==> config.mk <==
export PLATFORM = sky130hd
export DESIGN_NAME = ipsxe_floating_point_adder_pipe_v2_0
export DESIGN_NICKNAME = d
export VERILOG_FILES = /design/src/rtl/ipsxe_floating_point_adder_pipe_v2_0_pkg.sv /design/src/rtl/ipsxe_floating_point_adder_pipe_v2_0_align_shift.sv /design/src/rtl/ipsxe_floating_point_adder_pipe_v2_0.sv
export SDC_FILE = /design/constraint.sdc
export NUM_CORES = 1
export LEC_CHECK = 0
export ABC_AREA = 1
export CAP_MARGIN = 20
export CORE_UTILIZATION = 30
export DETAILED_ROUTE_END_ITERATION = 12
export REMOVE_ABC_BUFFERS = 1
export SYNTH_ARGS = -nofsm -noshare
export SYNTH_HDL_FRONTEND = slang
export SYNTH_SLANG_ARGS = --single-unit
export TNS_END_PERCENT = 10
==> constraint.sdc <==
create_clock -name i_clk -period 16.22 [get_ports i_clk]
set_input_delay 3.244 -clock i_clk [delete_from_list [all_inputs] [get_ports i_clk]]
set_output_delay 3.244 -clock i_clk [all_outputs]
set_load 0.03 [all_outputs]
==> src/rtl/ipsxe_floating_point_adder_pipe_v2_0_pkg.sv <==
// ipsxe_floating_point_adder_pipe_v2_0_pkg: shared floating-point widths and pipeline stage indices
package ipsxe_floating_point_adder_pipe_v2_0_pkg;
    localparam int S1 = 0, S2 = 1, S3 = 2, S4 = 3;
    function automatic int prod_w(input int man_w);
        return 2 * (man_w + 1);
    endfunction
    function automatic int sum_w(input int man_w);
        return prod_w(man_w) + 2;
    endfunction
    function automatic int in_w(input int exp_w, input int man_w);
        return prod_w(man_w) + exp_w + 2;
    endfunction
    // sign + (exp_w+1)-bit exponent + (P+1)-bit magnitude
    function automatic int out_w(input int exp_w, input int man_w);
        return prod_w(man_w) + exp_w + 3;
    endfunction
endpackage

==> src/rtl/ipsxe_floating_point_adder_pipe_v2_0_align_shift.sv <==
// ipsxe_floating_point_align_shift_v1_0: alignment right shift with sticky OR of discarded bits
module ipsxe_floating_point_align_shift_v1_0 #(
    parameter int WIDTH = 48,
    parameter int SHIFT_WIDTH = 9
) (
    input  logic [WIDTH-1:0]       din,
    input  logic [SHIFT_WIDTH-1:0] shift,
    output logic [WIDTH-1:0]       dout,
    output logic                   sticky
);
    // shifts of WIDTH or more give zero data and an all-ones discard mask
    assign dout = din >> shift;
    assign sticky = |(din & ~({WIDTH{1'b1}} << shift));
endmodule

==> src/rtl/ipsxe_floating_point_adder_pipe_v2_0.sv <==
// ipsxe_floating_point_adder_pipe_v2_0: four-stage product-plus-addend aligner/adder, unnormalised output
module ipsxe_floating_point_adder_pipe_v2_0
    import ipsxe_floating_point_adder_pipe_v2_0_pkg::*;
#(
    parameter int EXP_WIDTH = 8,
    parameter int MAN_WIDTH = 23,
    parameter logic [3:0] PIPE_EN = 4'b1111,
    parameter int W_USER = 1
) (
    input  logic                                   i_clk,
    input  logic                                   i_rst,
    input  logic                                   i_aclken,
    input  logic                                   i_valid,
    input  logic [in_w(EXP_WIDTH, MAN_WIDTH)-1:0]  i_a_mul_b,
    input  logic                                   i_sign_c,
    input  logic [EXP_WIDTH:0]                     i_exp_c,
    input  logic [MAN_WIDTH-1:0]                   i_man_c,
    input  logic                                   i_c_is_0,
    input  logic                                   i_sub,
    input  logic [W_USER-1:0]                      i_user,
    output logic                                   o_valid,
    output logic [out_w(EXP_WIDTH, MAN_WIDTH)-1:0] o_add_out,
    output logic                                   o_sticky,
    output logic [W_USER-1:0]                      o_user
);
    localparam int P = prod_w(MAN_WIDTH);
    localparam int SW = sum_w(MAN_WIDTH);
    localparam int EW = EXP_WIDTH + 1;
    localparam int W1 = 1 + W_USER + 2 * (1 + P) + 2 * EW;
    localparam int W2 = 1 + W_USER + 2 * (1 + P) + EW + 1;
    localparam int W3 = 1 + W_USER + SW + EW + 1;
    localparam int W4 = 1 + W_USER + out_w(EXP_WIDTH, MAN_WIDTH) + 1;

    logic [W1-1:0] s1_d, s1_q;
    logic [W2-1:0] s2_d, s2_q;
    logic [W3-1:0] s3_d, s3_q;
    logic [W4-1:0] s4_d, s4_q;

    logic sp, sc, p_big;
    logic [EW-1:0] ep;
    logic [P-1:0] mp, mc;
    assign {sp, ep, mp} = i_a_mul_b;
    assign mc = {1'b0, ~i_c_is_0, i_man_c, {MAN_WIDTH{1'b0}}};
    assign sc = i_sign_c ^ i_sub;
    assign p_big = ep >= i_exp_c;
    assign s1_d = p_big ? {i_valid, i_user, sp, ep, mp, sc, mc, ep - i_exp_c}
                        : {i_valid, i_user, sc, i_exp_c, mc, sp, mp, i_exp_c - ep};

    logic v1, bs1, ss1, st1;
    logic [W_USER-1:0] u1;
    logic [EW-1:0] be1, df1;
    logic [P-1:0] bm1, sm1, sh1;
    assign {v1, u1, bs1, be1, bm1, ss1, sm1, df1} = s1_q;
    ipsxe_floating_point_align_shift_v1_0 #(.WIDTH(P), .SHIFT_WIDTH(EW)) u_align (
        .din(sm1), .shift(df1), .dout(sh1), .sticky(st1)
    );
    assign s2_d = {v1, u1, bs1, be1, bm1, ss1, sh1, st1};

    logic v2, bs2, ss2, st2;
    logic [W_USER-1:0] u2;
    logic [EW-1:0] be2;
    logic [P-1:0] bm2, sh2;
    logic [SW-1:0] bx, sx, sum;
    assign {v2, u2, bs2, be2, bm2, ss2, sh2, st2} = s2_q;
    assign bx = {2'b00, bm2};
    assign sx = {2'b00, sh2};
    assign sum = (bs2 ? -bx : bx) + (ss2 ? -sx : sx);
    assign s3_d = {v2, u2, sum, be2, st2};

    // |sum| < 2^(P+1), so the low P+1 bits of the negation are the full magnitude
    logic v3, st3;
    logic [W_USER-1:0] u3;
    logic [SW-1:0] sm3;
    logic [EW-1:0] be3;
    logic [P:0] mag;
    assign {v3, u3, sm3, be3, st3} = s3_q;
    assign mag = sm3[SW-1] ? (~sm3[P:0]) + (P+1)'(1) : sm3[P:0];
    assign s4_d = {v3, u3, sm3[SW-1], be3, mag, st3};
    assign {o_valid, o_user, o_add_out, o_sticky} = s4_q;

    if (PIPE_EN[S1]) begin : g_s1
        always_ff @(posedge i_clk or posedge i_rst)
            if (i_rst) s1_q <= '0;
            else if (i_aclken) s1_q <= s1_d;
    end else begin : g_s1_comb
        assign s1_q = s1_d;
    end
    if (PIPE_EN[S2]) begin : g_s2
        always_ff @(posedge i_clk or posedge i_rst)
            if (i_rst) s2_q <= '0;
            else if (i_aclken) s2_q <= s2_d;
    end else begin : g_s2_comb
        assign s2_q = s2_d;
    end
    if (PIPE_EN[S3]) begin : g_s3
        always_ff @(posedge i_clk or posedge i_rst)
            if (i_rst) s3_q <= '0;
            else if (i_aclken) s3_q <= s3_d;
    end else begin : g_s3_comb
        assign s3_q = s3_d;
    end
    if (PIPE_EN[S4]) begin : g_s4
        always_ff @(posedge i_clk or posedge i_rst)
            if (i_rst) s4_q <= '0;
            else if (i_aclken) s4_q <= s4_d;
    end else begin : g_s4_comb
        assign s4_q = s4_d;
    end
endmodule

---- Word-level counts from Yosys, hierarchy flattened ----
Cells that the tools add are included.
storage, ports and cells
  register bits after elaboration ......... 352
  bits in latches ......................... 0
  memory bits (writable) .................. 0
  memory bits (read-only) ................. 0
  input bits .............................. 98
  word-level logic and storage cells ...... 23
  memories ................................ 0
operators by class
  add/subtract/negate cells ............... 6
  $mul .................................... 0
  div/mod/pow operators ................... 0
  $lt $le $gt $ge ......................... 1
  equality and inequality tests ........... 0
  shift-type cells ........................ 2
  muxes and demuxes ....................... 4
  bitwise logic cells ..................... 5
  reductions and logical operators ........ 1
operator list
  kind                   number
  $mux 116               1
  $mux 50                2
  $neg 48->50            2
  $add 50x50->50         1
  $add 49x1->49 const B  1
  $mux 49                1
  $not 49->49            1
  $and 48x48->48         1
  $not 48->48            1
  $reduce_or 48->1       1
  $shl 48x9->48 const A  1
  $shr 48x9->48          1
  $sub 9x9->9            2
  $ge 9x9->1             1
  $not 1->1              1
  $xor 1x1->1            1

---- Depth between registers and ports, before layout ----
  depth after elaboration ................. 4
  mapped depth ............................ 26
  gate-level depth less buffers ........... 26

---- Hierarchy ----
From an unflattened synthesis, not the netlist that was laid out.
second synthesis, totals
  cell total of the unflattened synthesis .. 4,176
  area total of the unflattened synthesis .. 26,546.7 µm²
modules (own cells, without submodules)
  module                                 times used  cells an instance  area an instance (µm²)  seq. area each (µm²)
  ipsxe_floating_point_adder_pipe_v2_0   1           3,265              22,472.8                8,808.4
  ipsxe_floating_point_align_shift_v1_0  1           911                4,073.9                 0.0

---- Least setup slack after synthesis ----
Ideal clock, no wire load.
  kind .................................... input-to-reg
  start ................................... in i_a_mul_b[52]
  end ..................................... reg s1_q[43]
  setup time .............................. 0.133 ns
  arrival time ............................ 4.702 ns
  path slack .............................. 11.385 ns
  stages .................................. 12
  cell sequence ........................... inv_1 ha_1 buf_2 a21o_1 clkinv_1 o21ai_1 a21oi_2 nand3_2 buf_6 clkbuf_2 o21ai_0 o21ai_0
between the ends
  longest elaborated chain between the ends .. 2
ends and longest elaborated chain
  item                    line                                        RTL
  start: declaration      ipsxe_floating_point_adder_pipe_v2_0.sv:14  input logic [in_w(EXP_WIDTH, MAN_WIDTH)-1:0] i_a_mul_b,
  $ge 9x9->1              ipsxe_floating_point_adder_pipe_v2_0.sv:45  assign p_big = ep >= i_exp_c;
  $mux 116                ipsxe_floating_point_adder_pipe_v2_0.sv:46  assign s1_d = p_big ? {i_valid, i_user, sp, ep, mp, sc, mc, ep - i_exp_c}
  end signal: assignment  ipsxe_floating_point_adder_pipe_v2_0.sv:83  if (i_rst) s1_q <= '0;
  end signal: assignment  ipsxe_floating_point_adder_pipe_v2_0.sv:84  else if (i_aclken) s1_q <= s1_d;
  end: declaration        ipsxe_floating_point_adder_pipe_v2_0.sv:34  logic [W1-1:0] s1_d, s1_q;
Every way passes these cells.
A chain may end at the register's enable or synchronous reset.

---- Worst setup path after layout ----
  start ................................... in i_a_mul_b[54]
  end ..................................... reg s1_q[6]
between the ends
  longest elaborated chain between the ends .. 2
  elaborated cells between the ends (all ways) .. 4
ends and longest elaborated chain
  item                                       line                                        RTL
  $sub 9x9->9, or another cell as far along  ipsxe_floating_point_adder_pipe_v2_0.sv:47  : {i_valid, i_user, sc, i_exp_c, mc, sp, mp, i_exp_c - ep};
  $mux 116 *                                 ipsxe_floating_point_adder_pipe_v2_0.sv:46
Every way passes the cells marked *; elsewhere a longest branch is shown, timed or not.

==> results.tsv <==
stage	metric	value	unit
grt	vias in the first global route	24700	
final_layout	n_diodes	0	
clock_network	clk slew on worst S/H paths	0.06	ns
final_layout	area delta synth->final	15.3	%
final_layout	most frequent cells in the layout	nand2_1, o21ai_0, inv_1	
yosys	Simple-Gate Fraction of Synth Area	33.8	%
yosys	adder-cell share of the synthesized area	3.57	%
critical_path	Reg-to-Reg End	s3_q[57]	
critical_path	Reg2Reg Launch Point	s2_q[68]	
yosys	Seq/Total Area, Yosys	34.1	%
yosys	Post-synth EDFFs	0	
yosys	yosys warns	0	
power_and_ir_drop	Max IR drop VDD	0.0980	mV
sta	Peak Freq	167	MHz
power_and_ir_drop	leak pwr	14.2	nW
placed_design	Placer Congestion	0.935	
die	Chip Height	296	µm
die	Core ar.	85300	µm²
power_and_ir_drop	combinational power share	50.2	%
hold_path	Hold Path Sink	s1_q[116]	
sta	Worst-Margin Slew	1.04	ns
sta	Setup-failing EPs final	0	
hold_path	Hold Crit Depth	2	
yosys	syn_area_per_cell	6.56	µm²
power_and_ir_drop	PD cells	158	nW/µm²
status	outcome	completed	
yosys	Compound-Gate Fraction of Synth Area	14.6	%
placed_design	DP HPWL	68.7	mm
yosys	Yosys reg bits	352	
grt	total gr overflow	0	
drt	vias per inst	4.99	
placed_design	PortBufs	159	
sta	min cycle time layout	5.99	ns
power_and_ir_drop	Seq pwr share	27.6	%
critical_path	reg2reg setup slack	11.99	ns
die	die area	87300	µm²
drt	First-pass DRT Iterations	6	
final_layout	layout cells sized above 1	3.96	%
critical_path	CP Launch Type	input port	
final_layout	commonest non-fill, non-tap cell in the layout	nand2_1	
sta	max-slew violation count	0	
yosys	largest family of logic cells by synthesized area	simple AND/OR/NAND/NOR gates	
clock_network	Post-CTS Resized	0	
die	width of the chip	296	µm
yosys	FFs w/ async S/R, synth	100	%
critical_path	Worst Reg-to-Reg Cells	17	
sta	Final Hold Viols	0	
clock_network	Clock Sink Count	352	
sta	Layout Skew	0.0503	ns
sta	setup TNS	0	ns
sta	unrepaired setup endpoints after global routing	false	
critical_path	worst setup path category	input port to flip-flop	
final_layout	Final #Nets	4155	
power_and_ir_drop	P_sw	2.19	mW
critical_path	Crit Path Max Fanout	61	
die	# IOs	160	
clock_network	setup bufs post-CTS	0	
hold_path	Worst Hold Class	flip-flop to flip-flop	
hold_path	min-delay src	s1_q[116]	
drt	DRT iter0 DRCs	1761	
power_and_ir_drop	Clock Power Share	22.2	%
critical_path	WP data required	16.70	ns
final_layout	post-route insts no fill	5158	
grt	initial antenna violation count	0	
grt	first-pass GRT wire length	141	mm
run	total of max-cap violations	0	
clock_network	CTS root buf	clkbuf_16	
power_and_ir_drop	P_int	2.52	mW
drt	total wire length	90.2	mm
drt	# DRC	0	
clock_network	CTS tree	done	
power_and_ir_drop	Switching Fraction	46.6	%
grt	largest net degree at the start of global routing	217	
yosys	post-synthesis mux area share	0	%
sta	crit share post-route	36.9	%
clock_network	CTS max path bufs	3	
drt	mean routed wirelength per cell	17.5	µm
critical_path	crit end category	flip-flop	
grt	Total GRT Usage	20.5	%
yosys	Synth Area in XOR/XNOR	5.25	%
drt	DR vias	25800	
placed_design	dpl cells	5084	
clock_network	CTS Hold Buffers Added	0	
yosys	Mapped Area	25800	µm²
yosys	prevailing post-synth register cell	dfrtp_1	
critical_path	crit path DAT	6.47	ns
die	Starting Density	30.3	%
clock_network	H-tree Lvls	2	
clock_network	Worst-Skew Late Latency	0.61	ns
clock_network	TritonCTS Buffers	42	
yosys	Yosys cell types	50	
yosys	Cells after Synth	3942	
drt	post-route ant nets	0	
die	Rows	107	
sta	Max-slew headroom	29.8	%
==> routing by layer <==
layer / up-vias / routed length [µm] / GRT usage, % / share of wire (%)
met2: 753 / 42400 / 34.7 / 47
met1: 11900 / 39800 / 26.8 / 44
met4: 0 / 3640 / 7.78 / 4.0
li1: 12900 / - / - / -
met5: - / 0 / 0 / 0
met3: 168 / 4420 / 2.41 / 4.9
==> power by group through the flow <==
stage,clock [mW],sequential [mW],combinational [mW]
after floorplan,0,1.41,1.46
after global placement,0,1.31,2.33
after detailed placement,0,1.31,2.35
after CTS,1.07,1.29,2.36
after global routing,1.11,1.33,2.64
final,1.05,1.30,2.36
==> cell usage after synthesis (12+ instances only) <==
cell type	n	area, µm²
nor2_1	343	1290
clkbuf_1	95	357
a31oi_1	25	156
dfrtp_1	352	8810
xnor2_1	30	263
nand3_1	324	1620
nand4_1	51	319
nand2_1	1274	4780
nand3b_1	12	90.1
buf_2	39	195
o22ai_1	28	175
buf_1	30	113
ha_1	69	863
nor4_1	12	75.1
nor3_1	37	185
a21oi_1	139	696
o21ai_0	378	1890
o21ai_1	81	405
inv_1	369	1390
xor2_1	125	1090
==> final cells by class <==
| class | count | area, µm² |
|---|---|---|
| Sequential cell | 352 | 8810 |
| Clock inverter | 18 | 315 |
| Multi-Input combinational cell | 3028 | 14800 |
| Tap cell | 1144 | 1430 |
| Fill cell | 9379 | 55500 |
| Inverter | 381 | 1450 |
| Timing Repair Buffer | 180 | 1810 |
| Clock buffer | 55 | 1200 |
==> cell families after synthesis <==
kind of cell               after synthesis
AOI/OAI and AO/OA                      704
xor gates and xnor gates               155
adders and majority gates               72
buffers and inverters                  562
DFF                                    352
and+or+nand+nor                       2097
==> critical path, stage by stage <==
cell	delay [ns]
clkdlybuf4s50_1	0.48
inv_1	0.06
ha_1	0.41
a21oi_1	0.28
o21ai_0	0.16
a21oi_2	0.18
nand3_4	0.30
inv_2	0.87
nand2_1	0.15
nand2_1	0.11
nand2_1	0.05
nand3_1	0.07
nand2_1	0.06
==> state kept, by name, summed over array words and instances (netlist names) <==
| register | cells |
|---|---|
| s1_q | 118 |
| s2_q | 110 |
| s3_q | 62 |
| s4_q | 62 |
==> stage by stage <==
stage	util (%)	hold WS [ns]	power [mW]	area, µm²	setup slack, ns
2_1_floorplan	-	0.442	2.86	25000	3.21
3_3_place_gp	33.1	0.455	3.64	28300	9.69
3_5_place_dp	33.1	0.461	3.65	28300	9.66
4_1_cts	34.9	0.477	4.72	29800	10.29
5_1_grt	35.0	0.495	5.07	29800	9.99
6_report	35.0	0.475	4.71	29800	10.23
==> how the worst max path moves through the flow <==
stage,startpoint,to,slack (ns),cells past startpoint
floorplan,i_rst,s1_q[0],3.21,1
global placement,i_a_mul_b[54],s1_q[6],9.69,13
detailed placement,i_a_mul_b[54],s1_q[6],9.66,13
CTS,i_a_mul_b[54],s1_q[6],10.29,13
global route,i_a_mul_b[54],s1_q[114],9.99,11
finish,i_a_mul_b[54],s1_q[6],10.23,13
Note: power is estimated with default switching activity, not from simulation.
